**config.mk**
```make
export PLATFORM = sky130hd
export DESIGN_NAME = sm4_host_ctrl_flat
export DESIGN_NICKNAME = d
export VERILOG_FILES = /design/src/rtl/sm4_pkg.sv /design/src/rtl/sm4_host_ctrl_if.sv /design/src/rtl/sm4_out_buf.sv /design/src/rtl/sm4_host_ctrl.sv /design/src/flat_wrapper.sv
export SDC_FILE = /design/constraint.sdc
export NUM_CORES = 1
export LEC_CHECK = 0
export BUFFER_PORTS_ARGS = -buffer_cell sky130_fd_sc_hd__buf_4
export CAP_MARGIN = 20
export CORE_AREA = 2 2 322 324
export CTS_CLUSTER_SIZE = 10
export DETAILED_ROUTE_END_ITERATION = 7
export DIE_AREA = 0 0 324 326
export SYNTH_ARGS = -nofsm -noshare
export SYNTH_HDL_FRONTEND = slang
export SYNTH_HIERARCHICAL = 1
export SYNTH_SLANG_ARGS = --single-unit
```
**constraint.sdc**
```tcl
create_clock -name clk -period 4.15 [get_ports clk]
set_input_delay 0.6225 -clock clk [delete_from_list [all_inputs] [get_ports clk]]
set_output_delay 0.6225 -clock clk [all_outputs]
set_load 0.02 [all_outputs]
```
**src/rtl/sm4_pkg.sv**
```systemverilog
// Shared SM4 host-controller types and constants.
// FSM state encoding, block width and key-expansion timeout default.
package sm4_pkg;

  localparam int BLK_W           = 128;
  localparam int KEY_W           = 128;
  localparam int KEY_TIMEOUT_DEF = 64;
  localparam int CNT_W           = 32;

  typedef logic [BLK_W-1:0] blk_t;
  typedef logic [KEY_W-1:0] key_t;
  typedef logic [CNT_W-1:0] cnt_t;

  typedef enum logic [2:0] {
    ST_IDLE   = 3'd0,
    ST_KEYEXP = 3'd1,
    ST_READY  = 3'd2,
    ST_BUSY   = 3'd3,
    ST_HOLD   = 3'd4
  } state_e;

  function automatic logic accepts_cfg(input state_e st);
    return (st == ST_IDLE) || (st == ST_READY);
  endfunction

endpackage

```
**src/rtl/sm4_host_ctrl_if.sv**
```systemverilog
// Block streams between the host and the SM4 controller.
// master = host side, slave = controller side.
interface sm4_host_ctrl_if;
  import sm4_pkg::*;

  blk_t s_data;
  logic s_valid;
  logic s_ready;
  blk_t m_data;
  logic m_valid;
  logic m_ready;

  modport master (
    output s_data,
    output s_valid,
    input  s_ready,
    input  m_data,
    input  m_valid,
    output m_ready
  );

  modport slave (
    input  s_data,
    input  s_valid,
    output s_ready,
    output m_data,
    output m_valid,
    input  m_ready
  );

endinterface

```
**src/rtl/sm4_out_buf.sv**
```systemverilog
// One-entry valid/ready result register.
// A write is only taken while empty; a read handshake empties it.
module sm4_out_buf
  import sm4_pkg::*;
(
  input  logic clk,
  input  logic rst,
  input  logic wr_i,
  input  blk_t wr_data_i,
  output logic valid_o,
  output blk_t data_o,
  input  logic ready_i,
  output logic empty_o
);

  logic valid_q;
  logic valid_d;
  blk_t data_q;
  blk_t data_d;

  always_comb begin
    valid_d = valid_q;
    data_d  = data_q;
    if (valid_q && ready_i) begin
      valid_d = 1'b0;
    end
    if (wr_i && !valid_q) begin
      valid_d = 1'b1;
      data_d  = wr_data_i;
    end
  end

  always_ff @(posedge clk) begin
    if (rst) begin
      valid_q <= 1'b0;
      data_q  <= '0;
    end else begin
      valid_q <= valid_d;
      data_q  <= data_d;
    end
  end

  assign valid_o = valid_q;
  assign data_o  = data_q;
  assign empty_o = !valid_q;

endmodule

```
**src/rtl/sm4_host_ctrl.sv**
```systemverilog
// Host-side sequencer for an sm4_core: key load, one block in flight,
// result held in a 1-entry buffer until the host takes it.
module sm4_host_ctrl
  import sm4_pkg::*;
#(
  parameter int KEY_TIMEOUT = KEY_TIMEOUT_DEF
) (
  input  logic clk,
  input  logic rst,

  input  key_t cfg_key,
  input  logic cfg_encdec,
  input  logic cfg_start,
  output logic key_ready,
  output logic key_err,

  sm4_host_ctrl_if.slave bus,

  output cnt_t blk_cnt,

  output logic core_en_sm4,
  output logic core_encdec,
  output logic core_en_key_exps,
  output logic core_key_valid,
  output logic core_bdi_valid,
  output key_t core_key,
  output blk_t core_bdi,
  input  logic core_key_exps_done,
  input  logic core_bdo_valid,
  input  blk_t core_bdo
);

  localparam int TW = $clog2(KEY_TIMEOUT + 1);
  localparam logic [TW-1:0] TO_LAST = TW'(KEY_TIMEOUT - 1);

  state_e        state_q, state_d;
  logic [TW-1:0] tmo_q, tmo_d;
  key_t          key_q, key_d;
  logic          encdec_q, encdec_d;
  logic          en_sm4_q, en_sm4_d;
  logic          kexp_q, kexp_d;
  logic          kvalid_q, kvalid_d;
  blk_t          bdi_q, bdi_d;
  logic          bdi_vld_q, bdi_vld_d;
  logic          kready_q, kready_d;
  logic          kerr_q, kerr_d;
  cnt_t          cnt_q, cnt_d;

  logic buf_wr;
  logic buf_valid;
  logic buf_empty;
  blk_t buf_data;
  logic start;
  logic s_hs;
  logic m_hs;

  // cfg_start in READY takes priority, so s_ready is withheld that cycle
  assign start = cfg_start && accepts_cfg(state_q);

  assign bus.s_ready = !rst && (state_q == ST_READY)
                       && buf_empty && !cfg_start;
  assign bus.m_valid = buf_valid;
  assign bus.m_data  = buf_data;

  assign s_hs = bus.s_valid && bus.s_ready;
  assign m_hs = buf_valid && bus.m_ready;

  sm4_out_buf u_out_buf (
    .clk       (clk),
    .rst       (rst),
    .wr_i      (buf_wr),
    .wr_data_i (core_bdo),
    .valid_o   (buf_valid),
    .data_o    (buf_data),
    .ready_i   (bus.m_ready),
    .empty_o   (buf_empty)
  );

  always_comb begin
    state_d   = state_q;
    tmo_d     = tmo_q;
    key_d     = key_q;
    encdec_d  = encdec_q;
    en_sm4_d  = en_sm4_q;
    kexp_d    = kexp_q;
    kvalid_d  = kvalid_q;
    bdi_d     = bdi_q;
    bdi_vld_d = bdi_vld_q;
    kready_d  = kready_q;
    kerr_d    = kerr_q;
    cnt_d     = cnt_q;
    buf_wr    = 1'b0;

    if (start) begin
      state_d  = ST_KEYEXP;
      tmo_d    = '0;
      key_d    = cfg_key;
      encdec_d = cfg_encdec;
      en_sm4_d = 1'b1;
      kexp_d   = 1'b1;
      kvalid_d = 1'b1;
      kready_d = 1'b0;
      kerr_d   = 1'b0;
    end else begin
      unique case (state_q)
        ST_IDLE: begin
        end
        ST_KEYEXP: begin
          if (core_key_exps_done) begin
            state_d  = ST_READY;
            kexp_d   = 1'b0;
            kvalid_d = 1'b0;
            kready_d = 1'b1;
            kerr_d   = 1'b0;
          end else if (tmo_q == TO_LAST) begin
            // give up and park the core fully disabled
            state_d  = ST_IDLE;
            tmo_d    = '0;
            encdec_d = 1'b0;
            en_sm4_d = 1'b0;
            kexp_d   = 1'b0;
            kvalid_d = 1'b0;
            kready_d = 1'b0;
            kerr_d   = 1'b1;
          end else begin
            tmo_d = tmo_q + 1'b1;
          end
        end
        ST_READY: begin
          if (s_hs) begin
            state_d   = ST_BUSY;
            bdi_d     = bus.s_data;
            bdi_vld_d = 1'b1;
          end
        end
        ST_BUSY: begin
          if (core_bdo_valid) begin
            state_d   = ST_HOLD;
            bdi_vld_d = 1'b0;
            buf_wr    = 1'b1;
          end
        end
        ST_HOLD: begin
          if (m_hs) begin
            state_d = ST_READY;
            cnt_d   = cnt_q + 1'b1;
          end
        end
        default: begin
          state_d = ST_IDLE;
        end
      endcase
    end
  end

  always_ff @(posedge clk) begin
    if (rst) begin
      state_q   <= ST_IDLE;
      tmo_q     <= '0;
      key_q     <= '0;
      encdec_q  <= 1'b0;
      en_sm4_q  <= 1'b0;
      kexp_q    <= 1'b0;
      kvalid_q  <= 1'b0;
      bdi_q     <= '0;
      bdi_vld_q <= 1'b0;
      kready_q  <= 1'b0;
      kerr_q    <= 1'b0;
      cnt_q     <= '0;
    end else begin
      state_q   <= state_d;
      tmo_q     <= tmo_d;
      key_q     <= key_d;
      encdec_q  <= encdec_d;
      en_sm4_q  <= en_sm4_d;
      kexp_q    <= kexp_d;
      kvalid_q  <= kvalid_d;
      bdi_q     <= bdi_d;
      bdi_vld_q <= bdi_vld_d;
      kready_q  <= kready_d;
      kerr_q    <= kerr_d;
      cnt_q     <= cnt_d;
    end
  end

  assign key_ready        = kready_q;
  assign key_err          = kerr_q;
  assign blk_cnt          = cnt_q;
  assign core_en_sm4      = en_sm4_q;
  assign core_encdec      = encdec_q;
  assign core_en_key_exps = kexp_q;
  assign core_key_valid   = kvalid_q;
  assign core_bdi_valid   = bdi_vld_q;
  assign core_key         = key_q;
  assign core_bdi         = bdi_q;

endmodule
```
**src/flat_wrapper.sv**
```systemverilog
// flat-port wrapper written by rule: the top's interface ports become plain ports
module sm4_host_ctrl_flat import sm4_pkg::*;
#(
  parameter int KEY_TIMEOUT = KEY_TIMEOUT_DEF
)
  (clk, rst, cfg_key, cfg_encdec, cfg_start, key_ready, key_err, blk_cnt, core_en_sm4, core_encdec, core_en_key_exps, core_key_valid, core_bdi_valid, core_key, core_bdi, core_key_exps_done, core_bdo_valid, core_bdo, bus_s_data, bus_s_valid, bus_s_ready, bus_m_data, bus_m_valid, bus_m_ready);
  sm4_host_ctrl_if bus_i ();
  input  logic clk;
  input  logic rst;
  input  key_t cfg_key;
  input  logic cfg_encdec;
  input  logic cfg_start;
  output logic key_ready;
  output logic key_err;
  output cnt_t blk_cnt;
  output logic core_en_sm4;
  output logic core_encdec;
  output logic core_en_key_exps;
  output logic core_key_valid;
  output logic core_bdi_valid;
  output key_t core_key;
  output blk_t core_bdi;
  input  logic core_key_exps_done;
  input  logic core_bdo_valid;
  input  blk_t core_bdo;
  input wire logic [$bits(bus_i.s_data)-1:0] bus_s_data;
  input wire logic [$bits(bus_i.s_valid)-1:0] bus_s_valid;
  output wire logic [$bits(bus_i.s_ready)-1:0] bus_s_ready;
  output wire logic [$bits(bus_i.m_data)-1:0] bus_m_data;
  output wire logic [$bits(bus_i.m_valid)-1:0] bus_m_valid;
  input wire logic [$bits(bus_i.m_ready)-1:0] bus_m_ready;
  assign bus_i.s_data = bus_s_data;
  assign bus_i.s_valid = bus_s_valid;
  assign bus_s_ready = bus_i.s_ready;
  assign bus_m_data = bus_i.m_data;
  assign bus_m_valid = bus_i.m_valid;
  assign bus_i.m_ready = bus_m_ready;
  sm4_host_ctrl #(.KEY_TIMEOUT(KEY_TIMEOUT)) u_core (.clk(clk), .rst(rst), .cfg_key(cfg_key), .cfg_encdec(cfg_encdec), .cfg_start(cfg_start), .key_ready(key_ready), .key_err(key_err), .bus(bus_i), .blk_cnt(blk_cnt), .core_en_sm4(core_en_sm4), .core_encdec(core_encdec), .core_en_key_exps(core_en_key_exps), .core_key_valid(core_key_valid), .core_bdi_valid(core_bdi_valid), .core_key(core_key), .core_bdi(core_bdi), .core_key_exps_done(core_key_exps_done), .core_bdo_valid(core_bdo_valid), .core_bdo(core_bdo));
endmodule
```
## Yosys cells after proc, flatten, opt, wreduce, memory -nomap -nowiden

Cells that the tools add are included.

| word-level totals | value |
|---|---|
| flip-flop bits (word level) | 433 |
| output and inout port bits | 425 |
| logic and storage cells | 89 |

| cells by class | value |
|---|---|
| add/subtract/negate cells | 2 |
| equality and inequality tests | 15 |
| multiplexer cells | 27 |
| bitwise operators | 3 |
| reduce and logical (&&, ||, !) cells | 28 |

Operators by type and width:

| cell | number |
|---|---|
| 32-bit by 1-bit adder with 32-bit output (second input constant) | 1 |
| 1-bit two-way mux | 19 |
| 3-bit two-way mux | 5 |
| 3-bit case mux with 5 select lines | 1 |
| 5-bit AND reduction | 2 |
| 2-bit nonzero test | 5 |
| 3-bit AND reduction | 3 |
| 2-bit by 1-bit inequality test with 1-bit output (second input constant) | 4 |
| 7-bit by 1-bit adder with 7-bit output (second input constant) | 1 |
| 7-bit by 6-bit == test with 1-bit output (second input constant) | 1 |
| 1-bit logical AND | 7 |
| 7-bit two-way mux | 1 |
| 3-bit by 2-bit == test with 1-bit output (second input constant) | 2 |
| 3-bit by 1-bit inequality test with 1-bit output (second input constant) | 2 |
| 3-bit by 2-bit inequality test with 1-bit output (second input constant) | 2 |
| 2-bit AND reduction | 3 |
| 4-bit by 2-bit inequality test with 1-bit output (second input constant) | 1 |
| 4-bit AND reduction | 1 |
| 3-bit by 1-bit == test with 1-bit output (second input constant) | 1 |
| 3-bit == test (second input constant) | 1 |
| 1-bit logical NOT | 3 |
| 3-bit logical NOT | 1 |
| 1-bit NOT | 3 |
| 3-bit nonzero test | 1 |
| 4 further kinds | 4 |

## Depth between registers and ports, before layout

| depth | value |
|---|---|
| word-level depth | 8 |
| mapped depth | 8 |

## By module

The synthesis kept the hierarchy.

Modules (own cells, without submodules):

| module | instances | cells an instance | area each (um^2) |
|---|---|---|---|
| sm4_host_ctrl | 1 | 1380 | 10960.5 |
| sm4_out_buf | 1 | 587 | 5825.6 |

## Least setup slack after synthesis

OpenSTA, ideal clock, no wires.

| path | value |
|---|---|
| path type | input-to-output |
| start | input port rst |
| end | output port bus_s_ready |
| arrival time | 1.369 ns |
| required time | 3.527 ns |
| path slack | 2.159 ns |
| cell stages on the path | 3 |
| path buffers | 1 |
| cell sequence | clkbuf_1 nor4b_1 and2_1 |

| on the way | value |
|---|---|
| longest elaborated chain between the ends | 4 |

RTL lines:

| item | line | RTL |
|---|---|---|
| start: declaration | flat_wrapper.sv:9 | `input logic rst;` |
| 1-bit logical NOT | sm4_host_ctrl.sv:60 | `assign bus.s_ready = !rst && (state_q == ST_READY)` |
| 1-bit logical AND | sm4_host_ctrl.sv:60 |  |
| 1-bit logical AND (2 in a row) | sm4_host_ctrl.sv:61 | `&& buf_empty && !cfg_start;` |
| end: declaration | flat_wrapper.sv:28 | `output wire logic [$bits(bus_i.s_ready)-1:0] bus_s_ready;` |

No other way between the ends.

## Final worst setup path

| path | value |
|---|---|
| start | register u_core.state_q[1] |
| end | output port bus_s_ready |

| on the way | value |
|---|---|
| longest elaborated chain between the ends | 4 |

RTL lines:

| item | line | RTL |
|---|---|---|
| start: declaration | sm4_host_ctrl.sv:36 | `state_e state_q, state_d;` |
| start signal: assignment | sm4_host_ctrl.sv:171 | `state_q <= state_d;` |
| 3-bit by 2-bit == test with 1-bit output | sm4_host_ctrl.sv:60 |  |
| 1-bit logical AND | sm4_host_ctrl.sv:60 |  |
| 1-bit logical AND (2 in a row) | sm4_host_ctrl.sv:61 |  |

No other way between the ends.

==> out/metrics.cfg <==
[timing]
drv_slew=0
hold_viol=0
period_minus_slack_ps=2500
maxSlewHeadroom_pct=16.7
fmax_mhz=400
min_period_over_period_pct=60.3
clock_skew_ps=21.4
layout_setup_ws_ps=1650
worstMarginPinSlew_ps=1250
holdWs_ps=229
setup_viol=0
setup-tns-final_ps=0
rsz0062_at_grt=no

[power_and_ir_drop]
peakVddDrop_v=0.000274
swShare_pct=24.0
cellPowerDensity_mw_per_mm2=373
power_mw=9.61
p_leak_nw=10.3
switchingPower_mw=2.31
seqPwrFrac_pct=44.5
power_frac_clock_pct=46.8
intPower_mw=7.30
power_frac_comb_pct=8.7

[synth]
postSynthAreaPerCell_um2=8.53
synthArstFlopShare_pct=0
seq_area_frac_synth_pct=51.6
synth.most_common_cell=nand2_1
yosysTopAreaCellShare_pct=51.6
yosysWarnings=6
synth_edf_count=0
syn_nets=2361
synth_flop_cell=dfxtp_1
synth_top_area_cell=dfxtp_1
ys_ff_latch=433
syn_inst=1967
netlist_area_mm2=0.0168
synth.area.top_cells=dfxtp_1 52%, nand2_1 12%, a21oi_1 8.6%, nand4bb_1 8.6%, nand2b_1 4.8%
synth_common_cells=533 x nand2_1, 433 x dfxtp_1, 288 x a21oi_1
ys_types=39

[run_status]
status=completed

[grt]
grt-ovfl-total=0
grt_util_all_layers_pct=12.0
grt_max_degree=226
grt_pass1_wl_mm=97.5
antenna_found_initial=6
first_global_vias=15600

[worst_setup_path]
worstRegToRegCells=5
start_kind=register
cp.required_ps=3530
crit_fanout=7
r2r_slack_ps=1700
regToRegStartpoint=u_core/state_q[1]$_SDFFE_PP0P_
cp_cell_sequence=nor2b_1 > and2_1 > buf_4
crit_type=register to output pin
crit_path_start=u_core/state_q[1]$_SDFFE_PP0P_
cp.arrival_ps=1880
slowest_stage=dfxtp_1
cpPeakStageDelay_ps=490
endpoint_kind=output pin
cp.depth=3
cp_top_family=simple AND/OR/NAND/NOR gates
path_buf_inv=1

[finish]
fillers=11200
regArea_mm2=0.00867
area.growth.synth_to_final_pct=53.5
final_cell_area_mm2=0.0258
layout-drive-gt1-share_pct=33.7
fin_util_pct=25.1
multi_input_area_mm2=0.00740
fin_nets=3077
fin_cells=4088

[floorplan]
core_area_mm2=0.103
die_w_um=324
die-area_mm2=0.106
die_h_um=326
io_pins=817
num_rows=118
start_util_pct=16.4

[placement]
dp_slack_ps=1620
port_buffers=816
dp.cells=4008
place_area_mm2=0.0241
dp_hpwl_mm=49.2
gp_congestion=0.802

[route]
drc=0
ant_nets=0
totalWireLength_mm=68.9
num_vias=16500
wl_per_cell_um=16.8
dr.pass1.iters=5
viasPerCell=4.03
first_iter_violations=952

[clock_network]
hold_buffers=0
cts_root_buffer=clkbuf_16
clk_pin_slew_ps=60
htree_levels=2
clock_latency_ps=630
cts_num_sinks=433
clockBufferDepth=3
cts_buffers=53
cts_tree=yes
post-cts-setup-buffer-count=0
post_cts_resized=0

[worst_hold_path]
whs_path_depth=2
hp-class=primary input to register
hold_path_startpoint=bus_m_ready

[job]
drv_cap=0

-- state kept, by name, indices dropped and copies added (netlist names) --
register,flops
u_core/blk_cnt,32
u_core/core_bdi,128
u_core/core_bdi_valid,1
u_core/core_en_sm4,1
u_core/core_encdec,1
u_core/core_key,128
u_core/core_key_valid,1
u_core/key_err,1
u_core/key_ready,1
u_core/state_q,3
u_core/tmo_q,7
u_core/u_out_buf/data_o,128
u_core/u_out_buf/valid_o,1
-- cells by family (layout without fill, tap and decap cells) --
| group | count (synthesis) | count (layout) | share of synthesized area [%] |
|---|---|---|---|
| AND/OR/NAND/NOR | 892 | 892 | 29.1 |
| AO/OA/AOI/OAI | 449 | 449 | 13.7 |
| flip-flops | 433 | 433 | 51.6 |
| buffers and inverters | 176 | 916 | 4.54 |
| XOR/XNOR | 12 | 12 | 0.626 |
| multiplexers | 3 | 3 | 0.179 |
| adder cells (fa/ha/maj) | 2 | 2 | 0.149 |
| other | 0 | 1 | 0 |
-- cell usage in the layout (no fill, tap or decap), drive strengths merged, types with 19 or more instances in the layout --
master,instances
a21oi,288
nand4bb,128
nand2,533
o21ai,138
nand2b,129
buf,833
dfxtp,433
nor2,19
clkbuf,68
-- power by group through the flow --
stage | Sequential [mW] | Combinational [mW] | Clock [mW]
5_1_grt | 4.29 | 0.892 | 4.84
3_5_place_dp | 4.37 | 0.841 | 0
4_1_cts | 4.28 | 0.843 | 4.67
6_report | 4.28 | 0.835 | 4.49
2_1_floorplan | 4.46 | 0.239 | 0
3_3_place_gp | 4.37 | 0.839 | 0
-- area by class of cell --
type | instances | area share, %
antenna | 1 | 0.00971
clock buffer | 68 | 5.56
clock inverter | 11 | 0.704
inverter | 4 | 0.0583
multi-input combinational | 1358 | 28.7
sequential | 433 | 33.7
tap | 1380 | 6.70
timing repair buffer | 833 | 24.6
-- worst paths after layout --
check	to
setup / recovery	bus_s_ready
setup reg to reg	u_core/u_out_buf/data_o[0]$_SDFFE_PP0P_
hold / removal	u_core/u_out_buf/valid_o$_SDFFE_PP0P_
hold reg to reg	u_core/tmo_q[6]$_SDFFE_PP0P_
-- per-layer routing --
layer / vias to the layer above / wire [µm] / track usage (%)
met2: 566 / 32400 / 19.9
met3: 116 / 6480 / 4.81
met1: 7711 / 28100 / 14.1
met4: 8 / 1880 / 3.81
met5: - / 39 / 0
li1: 8087 / - / -
Note: power is estimated with default switching activity, not from simulation.
